<file path="config.mk">
export PLATFORM = sky130hd
export DESIGN_NAME = btn_bounce_gen
export DESIGN_NICKNAME = d
export VERILOG_FILES = /design/src/rtl/btn_bounce_gen.sv
export SDC_FILE = /design/constraint.sdc
export NUM_CORES = 1
export LEC_CHECK = 0
export CAP_MARGIN = 20
export CORE_UTILIZATION = 43
export DETAILED_ROUTE_END_ITERATION = 10
export PLACE_DENSITY = 0.7
export SETUP_SLACK_MARGIN = 0.2
export SLEW_MARGIN = 15
export SYNTH_ARGS = -nofsm -noshare
export SYNTH_HDL_FRONTEND = slang
export SYNTH_SLANG_ARGS = --single-unit
</file>
<file path="constraint.sdc">
create_clock -name clk -period 4.85 [get_ports clk]
set_input_delay 0.97 -clock clk [delete_from_list [all_inputs] [get_ports clk]]
set_output_delay 0.97 -clock clk [all_outputs]
set_load 0.005 [all_outputs]
</file>
<file path="src/rtl/btn_bounce_gen.sv">
// Button-press emulator: turns a single-cycle request into a bouncing press,
// a clean hold, a bouncing release and a settle period, using LFSR timing.
module btn_bounce_gen #(
  parameter int unsigned CLK_HZ    = 125_000_000,
  parameter int unsigned BOUNCE_MS = 2,
  parameter int unsigned HOLD_MS   = 20,
  parameter int unsigned SEG_BITS  = 10,
  parameter logic [15:0] LFSR_SEED = 16'hACE1
) (
  input  logic clk,
  input  logic rst,
  input  logic press_req,
  output logic btn_out,
  output logic busy,
  output logic done
);

  localparam int unsigned BOUNCE_CYC = (CLK_HZ / 1000) * BOUNCE_MS;
  localparam int unsigned HOLD_CYC   = (CLK_HZ / 1000) * HOLD_MS;
  localparam int unsigned MAX_CYC    = (BOUNCE_CYC > HOLD_CYC) ? BOUNCE_CYC : HOLD_CYC;
  localparam int unsigned CNT_W      = $clog2(MAX_CYC) + 1;
  localparam int unsigned SEG_W      = SEG_BITS + 1;
  localparam logic [15:0] SEED       = (LFSR_SEED == 16'h0000) ? 16'h0001 : LFSR_SEED;
  localparam logic [15:0] TAPS       = 16'hB400;

  localparam logic [2:0] S_IDLE     = 3'd0;
  localparam logic [2:0] S_P_BNC    = 3'd1;
  localparam logic [2:0] S_P_HOLD   = 3'd2;
  localparam logic [2:0] S_R_BNC    = 3'd3;
  localparam logic [2:0] S_R_SETTLE = 3'd4;

  logic [2:0]       state_q, state_d;
  logic [CNT_W-1:0] win_q, win_d;
  logic [SEG_W-1:0] seg_q, seg_d;
  logic [15:0]      lfsr_q, lfsr_d;
  logic             btn_q, btn_d;
  logic             busy_q, busy_d;
  logic             done_q, done_d;

  logic [15:0]      lfsr_step;
  logic [SEG_W-1:0] seg_load;
  logic             bnc_end;
  logic             hold_end;

  // Next LFSR value and the segment length drawn from the current one.
  always_comb begin
    lfsr_step = {1'b0, lfsr_q[15:1]} ^ (lfsr_q[0] ? TAPS : 16'h0000);
    seg_load  = SEG_W'(lfsr_q[SEG_BITS-1:0]) + SEG_W'(1);
    bnc_end   = (win_q == CNT_W'(BOUNCE_CYC - 1));
    hold_end  = (win_q == CNT_W'(HOLD_CYC - 1));
  end

  always_comb begin
    state_d = state_q;
    win_d   = win_q;
    seg_d   = seg_q;
    lfsr_d  = lfsr_q;
    btn_d   = btn_q;
    busy_d  = busy_q;
    done_d  = 1'b0;

    case (state_q)
      S_IDLE: begin
        if (press_req) begin
          state_d = S_P_BNC;
          btn_d   = 1'b1;
          busy_d  = 1'b1;
          win_d   = '0;
          seg_d   = seg_load;
          lfsr_d  = lfsr_step;
        end
      end

      // Both bounce windows share toggle rules; the window end forces the final level.
      S_P_BNC, S_R_BNC: begin
        if (bnc_end) begin
          win_d   = '0;
          btn_d   = (state_q == S_P_BNC);
          state_d = (state_q == S_P_BNC) ? S_P_HOLD : S_R_SETTLE;
        end else begin
          win_d = win_q + CNT_W'(1);
          if (seg_q == SEG_W'(1)) begin
            btn_d  = ~btn_q;
            seg_d  = seg_load;
            lfsr_d = lfsr_step;
          end else begin
            seg_d = seg_q - SEG_W'(1);
          end
        end
      end

      S_P_HOLD: begin
        if (hold_end) begin
          win_d   = '0;
          state_d = S_R_BNC;
          btn_d   = 1'b0;
          seg_d   = seg_load;
          lfsr_d  = lfsr_step;
        end else begin
          win_d = win_q + CNT_W'(1);
        end
      end

      S_R_SETTLE: begin
        if (hold_end) begin
          win_d   = '0;
          state_d = S_IDLE;
          busy_d  = 1'b0;
          done_d  = 1'b1;
        end else begin
          win_d = win_q + CNT_W'(1);
        end
      end

      default: begin
        state_d = S_IDLE;
        btn_d   = 1'b0;
        busy_d  = 1'b0;
        win_d   = '0;
      end
    endcase
  end

  always_ff @(posedge clk or posedge rst) begin
    if (rst) begin
      state_q <= S_IDLE;
      win_q   <= '0;
      seg_q   <= '0;
      lfsr_q  <= SEED;
      btn_q   <= 1'b0;
      busy_q  <= 1'b0;
      done_q  <= 1'b0;
    end else begin
      state_q <= state_d;
      win_q   <= win_d;
      seg_q   <= seg_d;
      lfsr_q  <= lfsr_d;
      btn_q   <= btn_d;
      busy_q  <= busy_d;
      done_q  <= done_d;
    end
  end

  assign btn_out = btn_q;
  assign busy    = busy_q;
  assign done    = done_q;

endmodule
</file>
==> metrics.md <==
| Metric | Value |
|---|---|
| Via density | 5.61 |
| Die Height | 88.4 um |
| Max Clock Freq | 386 MHz |
| Slew margin rel. | 0.496 |
| Starting DRT DRC Count | 141 |
| Final worst path period share | 0.534 |
| Row cnt | 31 |
| CP max-delay cell | clkdlybuf4s50_1 |
| # Max-Cap Violations | 0 |
| Endpoint class of the critical path | register |
| Core box area | 7250 um^2 |
| Cells on Worst Hold Path | 1 |
| Initial antenna violation count | 0 |
| Max H-tree Level | 2 |
| Area contributors post-synth | dfrtp_1, xor2_1, dfstp_2 |
| Sequential share of power | 0.554 |
| Setup TNS | 0 ns |
| #FFs+latches synth | 56 |
| CP Class | in2reg |
| Hold bufs inserted after CTS | 0 |
| Most frequent cells in the layout | dfrtp_1, nor2_1, nand2_1, xor2_1, nand4_1 |
| Sw frac | 0.332 |
| Peak supply drop | 0.000132 V |
| Filler cells | 712 |
| IO buf count | 5 |
| Clk_lat worst skew | 0.31 ns |
| Largest net degree at the start of global routing | 38 |
| Max FO, Critical Path | 12 |
| Main synth FF type | dfrtp_1 |
| DIE AREA | 7820 um^2 |
| Share of layout cells above drive strength 1 | 0.148 |
| Clock Power Share | 0.233 |
| Vias after detailed routing | 2377 |
| Inserted Clock Buffers | 5 |
| CTS tree | yes |
| Starting Density | 0.443 |
| Root Buffer Master | clkbuf_8 |
| Syn_nets | 331 |
| Nets@finish | 331 |
| Remaining Overflow, GRT | 0 |
| CP cell instances | clkdlybuf4s50_1 -> nand2b_1 -> a21oi_1 -> a31o_4 -> and2_1 -> mux2_2 |
| Io pins | 6 |
| Synth area leader | dfrtp_1 |
| CP required | 5.06 ns |
| Syn Area/Cell | 9.91 um^2 |
| Drt first pass iters | 4 |
| Worst Skew | 0.00975 ns |
| Area delta synth->final | 6.43% |
| Die X-Extent | 88.4 um |
| Dpl ws | 1.94 ns |
| Clk buf depth | 2 |
| Post-synth top area share | 0.374 |
| Static Leak | 1.58 nW |
| GRT Util Overall | 0.161 |
| Min cycle time layout | 2.59 ns |
| Vias in the first global route | 2202 |
| Final Setup Violations | 0 |
| Path depth of the worst reg2reg path | 6 |
| Outcome | finished, final reports clean |
| Hold crit path type | reg2reg |
| Drc violations | 0 |
| Routability cong. | 0.823 |
| Combinational power share | 0.213 |
| Synth async-reset ratio | 1.00 |
| Clk sinks | 56 |
| Max Slew Vio Count | 0 |
| Startpoint class of the critical path | input pin |
| Core Util, Final | 0.471 |
| Antenna fix cells | 0 |
| Final Hold Viols | 0 |
| HPWL Detailed | 4.16 mm |
| Netlist Area Pre-Place | 3210 um^2 |
| Worst Path Arrival | 2.80 ns |
| Worst Tran Pin Value | 0.754 ns |
| Commonest non-fill, non-tap cell in the layout | dfrtp_1 |
| Post-layout instance area | 3420 um^2 |
| Post_cts resized | 0 |
| First-pass GRT wire length | 10.1 mm |
| CP max stage delay | 0.53 ns |
| Post-synth EDFFs | 0 |
| Sequential share of the synthesized area | 0.439 |
| Slack of the worst reg-to-reg path | 2.53 ns |
| NetSw | 385 uW |
| Final worst-path setup slack | 2.26 ns |
| Post-CTS setup buffers | 0 |
| Internal power | 774 uW |
| Synth unique cells | 48 |
| Unrepaired setup endpoints after global routing | false |
| Clock transition at path regs | 0.11 ns |
| Yosys Warn Count | 0 |
| Wire length per cell | 14.4 um |
| Post-Route WL | 6.10 mm |
| PD cells | 339 nW/um^2 |
| Detail Route Antenna Nets | 0 |
| Mapped Cells | 324 |
| Post-place instance area | 3320 um^2 |
-- worst max-delay path: cells and delay by family --
family | cells | cell delay [ns]
AO/OA/AOI/OAI | 2 | 0.40
buffers and inverters | 1 | 0.53
multiplexers | 1 | 0.39
AND/OR/NAND/NOR | 2 | 0.52
-- power by group through the flow --
stage	clock network, mW	registers [mW]	logic, mW
global placement	0	0.647	0.240
detailed placement	0	0.647	0.250
floorplan	0	0.625	0.201
finish	0.270	0.643	0.247
global route	0.295	0.655	0.282
CTS	0.280	0.641	0.248
-- flip-flops by register name (all words and copies together), names as in the netlist --
register / count
win_q: 23
lfsr_q: 16
state_q: 3
busy: 1
done: 1
btn_out: 1
seg_q: 11
-- path summary, 6_finish.rpt --
path,startpoint,end
setup / recovery,press_req,seg_q[1]
hold reg to reg,lfsr_q[12],lfsr_q[11]
min in group asynchronous,rst,win_q[22]
max in group asynchronous,rst,lfsr_q[6]
setup reg to reg,win_q[0],seg_q[1]
hold / removal,lfsr_q[12],lfsr_q[11]
-- layout make-up --
cell class	count	area [um^2]	area share
clock buffer	5	68.8	0.0201
clock inverter	3	25.0	0.00732
inverter	9	33.8	0.00988
multi-input combinational	245	1690	0.495
sequential	56	1410	0.413
tap	99	124	0.0362
timing repair buffer	7	65.1	0.0190
-- cell usage after synthesis, types with 2 or more instances --
| master | n |
|---|---|
| a21o_1 | 2 |
| a21oi_1 | 14 |
| a22o_1 | 3 |
| a31oi_1 | 9 |
| and2_1 | 4 |
| and3_1 | 12 |
| and4_1 | 5 |
| and4b_1 | 2 |
| buf_2 | 7 |
| buf_4 | 2 |
| clkbuf_1 | 4 |
| dfrtp_1 | 48 |
| dfstp_2 | 8 |
| ha_1 | 4 |
| inv_1 | 9 |
| mux2_2 | 9 |
| mux2_4 | 10 |
| nand2_1 | 25 |
| nand2b_1 | 4 |
| nand3_1 | 14 |
| nand4_1 | 15 |
| nor2_1 | 35 |
| nor3_1 | 6 |
| nor3_2 | 2 |
| nor3b_1 | 2 |
| nor4_1 | 5 |
| o211ai_1 | 3 |
| o21ai_0 | 8 |
| o31ai_1 | 2 |
| xnor2_1 | 9 |
| xor2_1 | 25 |
-- cells by family after synthesis --
family	count (synthesis)	synth area share
muxes	19	0.0783
adders and majority gates	4	0.0156
DFF	56	0.439
AOI/OAI and AO/OA	48	0.0989
buffers and inverters	23	0.0343
and+or+nand+nor	140	0.241
xor gates and xnor gates	34	0.0927
-- per-layer routing --
layer,wire [um],track usage,vias to the layer above,part of all wire
met5,0,0,-,0
met4,75,0.0513,0,0.012
met3,179,0.0196,6,0.029
met2,2820,0.260,48,0.46
met1,3030,0.226,1161,0.50
li1,-,-,1162,-
-- per-stage QoR --
stage               total power, mW  hold WS, ns  instances
detailed placement            0.897        0.493        416
CTS                            1.17        0.521        424
floorplan                     0.827        0.475        324
finish                         1.16        0.514        424
global placement              0.886        0.489        416
global route                   1.23        0.550        424
Power figures use the tool's default switching activity.
==> patch: new RTL, same settings <==
`CLK_HZ`: 125_000_000 -> 250_000_000.
--- a/src/rtl/btn_bounce_gen.sv
+++ b/src/rtl/btn_bounce_gen.sv
@@ -1,7 +1,7 @@
 // Button-press emulator: turns a single-cycle request into a bouncing press,
 // a clean hold, a bouncing release and a settle period, using LFSR timing.
 module btn_bounce_gen #(
-  parameter int unsigned CLK_HZ    = 125_000_000,
+  parameter int unsigned CLK_HZ    = 250_000_000,
   parameter int unsigned BOUNCE_MS = 2,
   parameter int unsigned HOLD_MS   = 20,
   parameter int unsigned SEG_BITS  = 10,
Check against the original RTL: no difference found for any inputs over 10 cycles, from zero or initial values and one cycle with rst high; that may be too few to reach the edited logic, so the function may still have changed.
==> patch against the unedited design <==
  * Non-clock buffer count grew 2
  * Total power grew 19%
  * Fmax shrank 13%
  * Combinational power grew 34%
  * Routed wire length grew 16%
  * Sequential cell count grew 1
  * Sequential share of layout area shrank 2.0 points
  * Worst setup slack lost 380 ps
  * Cell area grew 6.9%
  * Area after synthesis grew 3.9%
  * Count of clock-buffer cells in the layout grew 7
  * Highest routed layer unchanged
==> patch: results (changes against the unedited design) <==
STATUS
---------------------------------------------------------------------------------
Status ............................................................. finished clean

CRITICAL PATH
---------------------------------------------------------------------------------
Maximum cell stage delay along the critical path ...................       700 ps   +170 ps
Critical-path maximum fanout .......................................           16   +4
Capture point of the worst reg-to-reg path ......................... lfsr_q[12]$_DFFE_PP0P_
Reg2reg start ...................................................... win_q[16]$_DFFE_PP0P_
FF-to-FF path depth ................................................            5   -1
Data arrival, critical path ........................................      3180 ps   +380 ps
Slack of the worst reg-to-reg path .................................      2040 ps   -490 ps
Slowest stage cell on the critical path ............................ sky130_fd_sc_hd__nor3_4
Delay-heaviest family, CP .......................................... simple AND/OR/NAND/NOR gates

WORST HOLD PATH
---------------------------------------------------------------------------------
Worst-case hold path end point ..................................... lfsr_q[12]$_DFFE_PP0P_

SYNTH
---------------------------------------------------------------------------------
Sequential area share after synthesis ..............................        0.430   -0.00898
Cells taking the most area after synthesis ......................... sky130_fd_sc_hd__dfrtp_1, sky130_fd_sc_hd__dfstp_2, sky130_fd_sc_hd__xnor2_1, sky130_fd_sc_hd__a21oi_1, sky130_fd_sc_hd__mux2_4
Net count after synthesis ..........................................          342   +3.3%
Cell count after synthesis .........................................          335   +3.4%
Distinct cells, synth ..............................................           55   +15%

DRT
---------------------------------------------------------------------------------
Via density per instance ...........................................         5.88   +4.9%
Iteration-0 DRC Markers ............................................          180   +28%
Final Routed Wirelength ............................................      7070 um   +16%
Total via count in the routed design ...............................         2612   +9.9%

CLOCK NETWORK
---------------------------------------------------------------------------------
Clock latency of the later-clocked register in the worst-skew pair .       330 ps   +20 ps
H-tree levels ......................................................            3   +1
Number of buffers inserted during clock tree synthesis .............            9   +4
Cts repair resizes .................................................            0   unchanged
Clock-pin slew on the worst setup and hold paths ...................        60 ps   -50 ps

PWR
---------------------------------------------------------------------------------
Switching fraction of total power ..................................        0.326   -0.00646
LEAKAGE ............................................................   0.00149 uW   -5.7%
Maximum ir drop on the vdd rail ....................................       137 uV   +3.7%

LAYOUT
---------------------------------------------------------------------------------
Fraction of layout instances using a drive strength above 1 ........        0.168   +0.0204
Relative area change from synthesis to final layout ................        9.49%
Biggest registers after layout ..................................... win_q x24, lfsr_q x16, seg_q x11
# fillers ..........................................................          662   -7.0%
Layout net count ...................................................          347   +4.8%

GRT
---------------------------------------------------------------------------------
Number of global-route vias before repair ..........................         2493   +13%
Largest net degree at the start of global routing ..................           30   -21%
Global-route wire length before repair .............................     12100 um   +20%
Gr usage total .....................................................        0.186   +0.0242

PLACE
---------------------------------------------------------------------------------
Number of placed instances, taps included ..........................          428   +2.9%
Area of placed instances ...........................................    3470 um^2   +4.5%
Sum of net half-perimeters after detailed placement ................      4720 um   +13%
Placer's final routability congestion estimate .....................        0.820   -0.30%

STA
---------------------------------------------------------------------------------
Max-slew headroom ..................................................        0.362   -0.134
Final setup skew ...................................................      15.5 ps   +5.79 ps
Final hold slack ...................................................       519 ps   +4.51 ps

## patch: cell count changes in the layout (fill, tap and decap cells not counted), sizes merged, moves of 4 or more
cell	unedited run	this run
and4	5	1
nor2	35	22
clkbuf	5	12
nor4	6	11
o21ai	8	13
xnor2	9	24
xor2	25	10
nand4	15	10
nand2	25	19
and3	12	3
a21oi	14	31
nor3	8	15
a31oi	10	6
## patch: cell type report
cell class	instances	share of cell area
clock buffer	12	0.0370
sequential	57	0.393
clock inverter	4	0.0123
multi-input combinational	254	0.492
timing repair buffer	9	0.0219
tap	99	0.0339
inverter	9	0.00925
## patch: cells by family (layout without fill, tap and decap cells)
group / after synthesis / in the layout / share of synthesized area
compound gates: 73 / 73 / 0.140
mux: 20 / 20 / 0.0787
buf+inv: 24 / 34 / 0.0326
flops: 57 / 57 / 0.430
fa+ha+maj: 4 / 4 / 0.0150
simple gates: 123 / 123 / 0.214
xor+xnor: 34 / 34 / 0.0892
## patch: power groups by stage
| stage | combinational, uW | sequential (uW) | clock, uW |
|---|---|---|---|
| 2_1_floorplan | 263 | 608 | 0 |
| 3_3_place_gp | 316 | 628 | 0 |
| 3_5_place_dp | 331 | 631 | 0 |
| 4_1_cts | 332 | 624 | 429 |
| 5_1_grt | 372 | 636 | 452 |
| 6_report | 331 | 626 | 418 |
## patch: worst max path at each step
| stage | startpoint | to |
|---|---|---|
| after floorplan | rst | btn_out$_DFFE_PP0P_ |
| after global placement | press_req | lfsr_q[12]$_DFFE_PP0P_ |
| after detailed placement | press_req | lfsr_q[12]$_DFFE_PP0P_ |
| after CTS | press_req | lfsr_q[12]$_DFFE_PP0P_ |
| after global routing | press_req | lfsr_q[14]$_DFFE_PP0P_ |
| final | press_req | lfsr_q[12]$_DFFE_PP0P_ |
## patch: metal layers
metal  track usage  share of wire  vias up
met5             0              0        -
met4        0.0645          0.013        0
met3        0.0508          0.042       10
met2         0.277           0.46       66
met1         0.259           0.48     1283
li1              -              -     1253
## patch: through the flow
stage          setup slack [ps]  power (uW)
2_1_floorplan              2490         871
3_3_place_gp               1610         944
3_5_place_dp               1540         962
4_1_cts                    1870        1380
5_1_grt                    1760        1460
6_report                   1880        1380
